### src/rtl/writeback_unit_pkg.sv
// Shared constants and types for the MIPS writeback stage (package mips_pkg).
package mips_pkg;

    localparam int DATA_W = 32;
    localparam int ADDR_W = 5;

    localparam logic [ADDR_W-1:0] REG_ZERO = 5'd0;

    localparam logic [2:0] LT_LW  = 3'b000;
    localparam logic [2:0] LT_LH  = 3'b001;
    localparam logic [2:0] LT_LHU = 3'b010;
    localparam logic [2:0] LT_LB  = 3'b011;
    localparam logic [2:0] LT_LBU = 3'b100;

    typedef struct packed {
        logic              reg_write;
        logic [ADDR_W-1:0] dest;
        logic [DATA_W-1:0] data;
    } wb_entry_t;

endpackage

### src/rtl/writeback_unit_if.sv
// Valid/ready handshake between the multiply/divide unit and the writeback stage.
interface writeback_unit_if;
    import mips_pkg::*;

    logic              mdu_valid;
    logic [ADDR_W-1:0] mdu_dest;
    logic [DATA_W-1:0] mdu_data;
    logic              mdu_ready;

    modport master (output mdu_valid, output mdu_dest, output mdu_data, input  mdu_ready);
    modport slave  (input  mdu_valid, input  mdu_dest, input  mdu_data, output mdu_ready);

endinterface

### src/rtl/writeback_unit_load_align.sv
// Combinational little-endian load lane selection and sign/zero extension.
module load_align
    import mips_pkg::*;
(
    input  logic [2:0]        load_type,
    input  logic [1:0]        offset,
    input  logic [DATA_W-1:0] raw,
    output logic [DATA_W-1:0] result,
    output logic              misaligned
);

    logic [7:0]  byte_lane;
    logic [15:0] half_lane;

    always_comb begin
        byte_lane = raw[7:0];
        case (offset)
            2'd1:    byte_lane = raw[15:8];
            2'd2:    byte_lane = raw[23:16];
            2'd3:    byte_lane = raw[31:24];
            default: byte_lane = raw[7:0];
        endcase
        half_lane = offset[1] ? raw[31:16] : raw[15:0];
    end

    // Unknown load codes fall through to the word path.
    always_comb begin
        result     = raw;
        misaligned = 1'b0;
        case (load_type)
            LT_LB:  result = {{24{byte_lane[7]}}, byte_lane};
            LT_LBU: result = {24'd0, byte_lane};
            LT_LH: begin
                result     = {{16{half_lane[15]}}, half_lane};
                misaligned = offset[0];
            end
            LT_LHU: begin
                result     = {16'd0, half_lane};
                misaligned = offset[0];
            end
            default: begin
                result     = raw;
                misaligned = (offset != 2'b00);
            end
        endcase
    end

endmodule

### src/rtl/writeback_unit.sv
// MEM/WB register and register-file write port shared with the MDU result buffer.
// Optional MISALIGN_TRAP_EN: misaligned LH/LHU/LW suppress the write and raise misalign_exc.
module writeback_unit
    import mips_pkg::*;
#(
    parameter int unsigned MDU_MAX_WAIT = 4
) (
    input  logic              clk,
    input  logic              rst,
    input  logic              mem_valid,
    input  logic              mem_reg_write,
    input  logic [ADDR_W-1:0] mem_dest,
    input  logic [DATA_W-1:0] mem_alu_result,
    input  logic [DATA_W-1:0] mem_load_data,
    input  logic              mem_to_reg,
    input  logic [2:0]        mem_load_type,
    input  logic              stall,
    input  logic              flush,
    writeback_unit_if.slave   mdu,
    output logic              hold_req,
    output logic              reg_write,
    output logic [ADDR_W-1:0] write_address,
    output logic [DATA_W-1:0] write_data,
    output logic              fwd_valid,
    output logic [ADDR_W-1:0] fwd_dest,
    output logic [DATA_W-1:0] fwd_data
`ifdef MISALIGN_TRAP_EN
    ,
    output logic              misalign_exc,
    output logic [DATA_W-1:0] misalign_addr
`endif
);

    localparam logic [3:0] WAIT_LIMIT = 4'(MDU_MAX_WAIT);

    logic              wb_valid;
    wb_entry_t         wb_q;
    logic              buf_valid;
    logic [ADDR_W-1:0] buf_dest;
    logic [DATA_W-1:0] buf_data;
    logic [3:0]        wait_cnt;

    logic [DATA_W-1:0] aligned_data;
    logic              misaligned;
    logic              capture;
    logic              wb_req;
    logic              grant_mdu;
    logic              grant_wb;
    logic              load_fault;

    load_align u_load_align (
        .load_type  (mem_load_type),
        .offset     (mem_alu_result[1:0]),
        .raw        (mem_load_data),
        .result     (aligned_data),
        .misaligned (misaligned)
    );

    assign load_fault = mem_to_reg & misaligned;
    assign capture    = !flush & !stall & !hold_req;
    assign wb_req     = wb_valid & wb_q.reg_write & (wb_q.dest != REG_ZERO);
    assign hold_req   = buf_valid & (wait_cnt >= WAIT_LIMIT);
    assign grant_mdu  = hold_req | (!wb_req & buf_valid);
    assign grant_wb   = !hold_req & wb_req;
    assign mdu.mdu_ready = !buf_valid;

    // A forced hold freezes the WB entry so it can write once the MDU has drained.
    always_ff @(posedge clk or negedge rst) begin
        if (!rst) begin
            wb_valid <= 1'b0;
            wb_q     <= '0;
        end else if (flush) begin
            wb_valid <= 1'b0;
        end else if (capture) begin
            wb_valid     <= mem_valid;
            wb_q.dest    <= mem_dest;
            wb_q.data    <= mem_to_reg ? aligned_data : mem_alu_result;
`ifdef MISALIGN_TRAP_EN
            wb_q.reg_write <= mem_reg_write & !load_fault;
`else
            wb_q.reg_write <= mem_reg_write;
`endif
        end
    end

`ifdef MISALIGN_TRAP_EN
    always_ff @(posedge clk or negedge rst) begin
        if (!rst) begin
            misalign_exc  <= 1'b0;
            misalign_addr <= '0;
        end else begin
            misalign_exc <= capture & mem_valid & load_fault;
            if (capture & mem_valid & load_fault) begin
                misalign_addr <= mem_alu_result;
            end
        end
    end
`else
    logic unused_load_fault;
    assign unused_load_fault = load_fault;
`endif

    // Offers to register 0 complete the handshake but never occupy the buffer.
    always_ff @(posedge clk or negedge rst) begin
        if (!rst) begin
            buf_valid <= 1'b0;
            buf_dest  <= REG_ZERO;
            buf_data  <= '0;
            wait_cnt  <= 4'd0;
        end else if (grant_mdu) begin
            buf_valid <= 1'b0;
            wait_cnt  <= 4'd0;
        end else if (!buf_valid) begin
            wait_cnt <= 4'd0;
            if (mdu.mdu_valid && (mdu.mdu_dest != REG_ZERO)) begin
                buf_valid <= 1'b1;
                buf_dest  <= mdu.mdu_dest;
                buf_data  <= mdu.mdu_data;
            end
        end else if (wait_cnt != 4'hF) begin
            wait_cnt <= wait_cnt + 4'd1;
        end
    end

    always_comb begin
        reg_write     = 1'b0;
        write_address = REG_ZERO;
        write_data    = '0;
        if (grant_mdu) begin
            reg_write     = 1'b1;
            write_address = buf_dest;
            write_data    = buf_data;
        end else if (grant_wb) begin
            reg_write     = 1'b1;
            write_address = wb_q.dest;
            write_data    = wb_q.data;
        end
    end

    assign fwd_valid = reg_write & (write_address != REG_ZERO);
    assign fwd_dest  = write_address;
    assign fwd_data  = write_data;

endmodule

### src/flat_wrapper.sv
// flat-port wrapper written by rule: the top's interface ports become plain ports
module writeback_unit_flat import mips_pkg::*;
#(
    parameter int unsigned MDU_MAX_WAIT = 4
)
  (clk, rst, mem_valid, mem_reg_write, mem_dest, mem_alu_result, mem_load_data, mem_to_reg, mem_load_type, stall, flush, hold_req, reg_write, write_address, write_data, fwd_valid, fwd_dest, fwd_data, mdu_mdu_valid, mdu_mdu_dest, mdu_mdu_data, mdu_mdu_ready);
  writeback_unit_if mdu_i ();
  input  logic clk;
  input  logic rst;
  input  logic mem_valid;
  input  logic mem_reg_write;
  input  logic [ADDR_W-1:0] mem_dest;
  input  logic [DATA_W-1:0] mem_alu_result;
  input  logic [DATA_W-1:0] mem_load_data;
  input  logic mem_to_reg;
  input  logic [2:0] mem_load_type;
  input  logic stall;
  input  logic flush;
  output logic hold_req;
  output logic reg_write;
  output logic [ADDR_W-1:0] write_address;
  output logic [DATA_W-1:0] write_data;
  output logic fwd_valid;
  output logic [ADDR_W-1:0] fwd_dest;
  output logic [DATA_W-1:0] fwd_data;
  input wire logic [$bits(mdu_i.mdu_valid)-1:0] mdu_mdu_valid;
  input wire logic [$bits(mdu_i.mdu_dest)-1:0] mdu_mdu_dest;
  input wire logic [$bits(mdu_i.mdu_data)-1:0] mdu_mdu_data;
  output wire logic [$bits(mdu_i.mdu_ready)-1:0] mdu_mdu_ready;
  assign mdu_i.mdu_valid = mdu_mdu_valid;
  assign mdu_i.mdu_dest = mdu_mdu_dest;
  assign mdu_i.mdu_data = mdu_mdu_data;
  assign mdu_mdu_ready = mdu_i.mdu_ready;
  writeback_unit #(.MDU_MAX_WAIT(MDU_MAX_WAIT)) u_core (.clk(clk), .rst(rst), .mem_valid(mem_valid), .mem_reg_write(mem_reg_write), .mem_dest(mem_dest), .mem_alu_result(mem_alu_result), .mem_load_data(mem_load_data), .mem_to_reg(mem_to_reg), .mem_load_type(mem_load_type), .stall(stall), .flush(flush), .mdu(mdu_i), .hold_req(hold_req), .reg_write(reg_write), .write_address(write_address), .write_data(write_data), .fwd_valid(fwd_valid), .fwd_dest(fwd_dest), .fwd_data(fwd_data));
endmodule
### config.mk
export PLATFORM = sky130hd
export DESIGN_NAME = writeback_unit_flat
export DESIGN_NICKNAME = d
export VERILOG_FILES = /design/src/rtl/writeback_unit_pkg.sv /design/src/rtl/writeback_unit_if.sv /design/src/rtl/writeback_unit_load_align.sv /design/src/rtl/writeback_unit.sv /design/src/flat_wrapper.sv
export SDC_FILE = /design/constraint.sdc
export NUM_CORES = 1
export LEC_CHECK = 0
export ABC_AREA = 1
export CAP_MARGIN = 0
export CORE_MARGIN = 3
export CORE_UTILIZATION = 45
export DETAILED_ROUTE_END_ITERATION = 10
export PLACE_DENSITY = 0.81
export SETUP_SLACK_MARGIN = 0.15
export SLEW_MARGIN = 20
export SYNTH_ARGS = -nofsm -noshare
export SYNTH_HDL_FRONTEND = slang
export SYNTH_HIERARCHICAL = 1
export SYNTH_SLANG_ARGS = --single-unit
### constraint.sdc
create_clock -name clk -period 2.3 [get_ports clk]
set_input_delay 0.575 -clock clk [delete_from_list [all_inputs] [get_ports clk]]
set_output_delay 0.575 -clock clk [all_outputs]
set_load 0.01 [all_outputs]
==> run metrics <==
Hold Vio Cnt, Final=0; Final ANT Viol Nets=0; hold buffer count at CTS=0; vias in the first global route=5325; Tot GR Track Use=26.02%; via/cell ratio=5.125; Setup crit end kind=primary output; WL final=17.99 mm; final worst slack=-0.1802 ns; routability congestion estimate from global placement=0.8819; RSZ-0062 raised after global routing=yes; Layout Nets=1057; Synth Instances=742; TritonCTS clock tree=yes; syn avg cell area=7.111 um^2; clk slew on worst S/H paths=0.06 ns; Slew Limit Fails=0; Setup TNS=-9.338 ns; IO buf count=194; Worst Skew=0.003198 ns; first-pass GRT wire length=26.68 mm; via count=5555; most common cell after layout, fill and taps aside=nand2_1; MaxCap Viol Count=0; # diodes=0; commonest non-fill, non-tap cells in the layout=nand2_1, inv_1, clkdlybuf4s50_1; Placed Cells=1052; initial antenna violation count=0; initial core utilization=47.42%; full die area=13060 um^2; clk_lat worst skew=0.33 ns; # rows=38; Layout area overhead=53.47%; I/O pin cnt=195; die height=114.3 um; Mapped Nets=860; grt total ovfl=0; Routed wire per std cell=16.59 um; Lkg Pwr=4.236 nW; P_sw=1.577 mW; layout cells sized above 1=25.85%; Tcrit/Tclk final=107.8%; Fill cells=855; logic gate share of total power=33.6%; CP max FO=8; H-tree depth=3; Least-Margin Pin Slew=0.5584 ns; fin cells=1084; DP HPWL=12.59 mm; failing checks=negative setup slack; final setup fails=67; CP Data Arrival Time=1.91 ns; CTS max path bufs=2; warnings from Yosys=6; FMAX=0.4032 GHz; drt drc=0; sw frac=31.79%; Startpoint Class=flip-flop; relative max-transition margin=62.77%; synthesized area=5276 um^2; post-route minimum period=2.480 ns; Die W=114.3 um; Critical Path RT=1.73 ns; CTS buffer count=9; Hold Path Class=primary input to async pin; pwr dens=612.6 nW/um^2; Critical Setup Path Class=flip-flop to primary output; Root Driver=clkbuf_16; clk sinks=81; Core Region=11130 um^2; Reg power frac=36.0%; power share of the clock group=30.3%; largest net degree at the start of global routing=75; Max VDD drop=0.4385 mV; DR iter-0 viols=423; first-pass iteration count of the detailed router=5; status=finished with violations; P_int=3.384 mW
[power by group through the flow]
| stage | clock, mW | combinational (mW) | sequential (mW) |
|---|---|---|---|
| floorplan | 0 | 0.804 | 1.75 |
| global placement | 0 | 1.50 | 1.77 |
| detailed placement | 0 | 1.53 | 1.78 |
| CTS | 1.52 | 1.54 | 1.77 |
| global route | 1.60 | 1.82 | 1.81 |
| finish | 1.50 | 1.67 | 1.79 |
[path summary, 6_finish.rpt]
path                                  startpoint                   to  slack, ns  cells past startpoint
worst min-delay path                         rst   u_core/buf_dest[1]       0.23                      1
min in group clk                 u_core/wb_q[37]      u_core/wb_q[37]       0.49                      2
worst max-delay path             u_core/wb_q[32]          fwd_data[4]      -0.18                     10
worst min register to register   u_core/wb_q[37]      u_core/wb_q[37]       0.49                      2
worst max register to register  u_core/buf_valid       u_core/wb_q[1]       0.68                      7
max in group asynchronous                    rst  u_core/buf_data[21]       1.46                      2
[stage by stage]
stage | setup WS [ns] | util (%) | power [mW] | hold slack (ns) | cell area, um^2
after floorplan | 0.1184 | - | 2.552 | 0.2794 | 5276
after global placement | -0.1485 | 66.58 | 3.273 | 0.4323 | 7407
after detailed placement | -0.2010 | 66.58 | 3.306 | 0.4368 | 7407
after CTS | -0.1394 | 69.73 | 4.828 | 0.2509 | 7757
after global routing | -0.2625 | 72.78 | 5.217 | 0.2642 | 8098
final | -0.1802 | 72.78 | 4.960 | 0.2315 | 8098
[metal layers]
metal | GRT usage [%] | part of all wire, % | up-vias
met1 | 32.29 | 39 | 2564
met3 | 6.078 | 7.2 | 28
met2 | 45.67 | 51 | 240
li1 | - | - | 2723
met4 | 6.572 | 2.5 | 0
met5 | 0 | 0 | -
[layout make-up]
class | instances | area (um^2) | share of cell area, %
multi-input combinational | 457 | 2574 | 31.78
timing repair buffer | 264 | 2516 | 31.07
sequential | 81 | 2027 | 25.03
inverter | 125 | 486.7 | 6.011
clock buffer | 11 | 232.7 | 2.874
tap | 140 | 175.2 | 2.163
clock inverter | 5 | 80.08 | 0.9889
timing repair inverter | 1 | 6.256 | 0.07726
[what timing repair did]
| item | 4_1_cts | 5_1_grt |
|---|---|---|
| hold endpoints to repair | 0 | 0 |
| cloned | 3 | 2 |
| gates resized for setup | 394 | 59 |
| setup buffers | 8 | 3 |
| setup endpoints to repair | 76 | 92 |
| pin swaps | 11 | 14 |
[state kept, by name, summed over array words and instances, names as in the netlist]
register,cells
u_core/buf_dest,5
u_core/buf_data,32
u_core/wb_q,38
u_core/wb_valid,1
u_core/wait_cnt,4
u_core/buf_valid,1
[critical path, cell delays in order, from the launching register on]
cell	delay (ns)
dfrtp_1	0.39
nor2_1	0.12
nand3b_1	0.17
nand2_4	0.17
buf_6	0.13
nand2_8	0.07
clkinv_8	0.09
buf_16	0.15
nand2_4	0.06
o21ai_4	0.07
buf_2	0.16
Power figures use the tool's default switching activity.
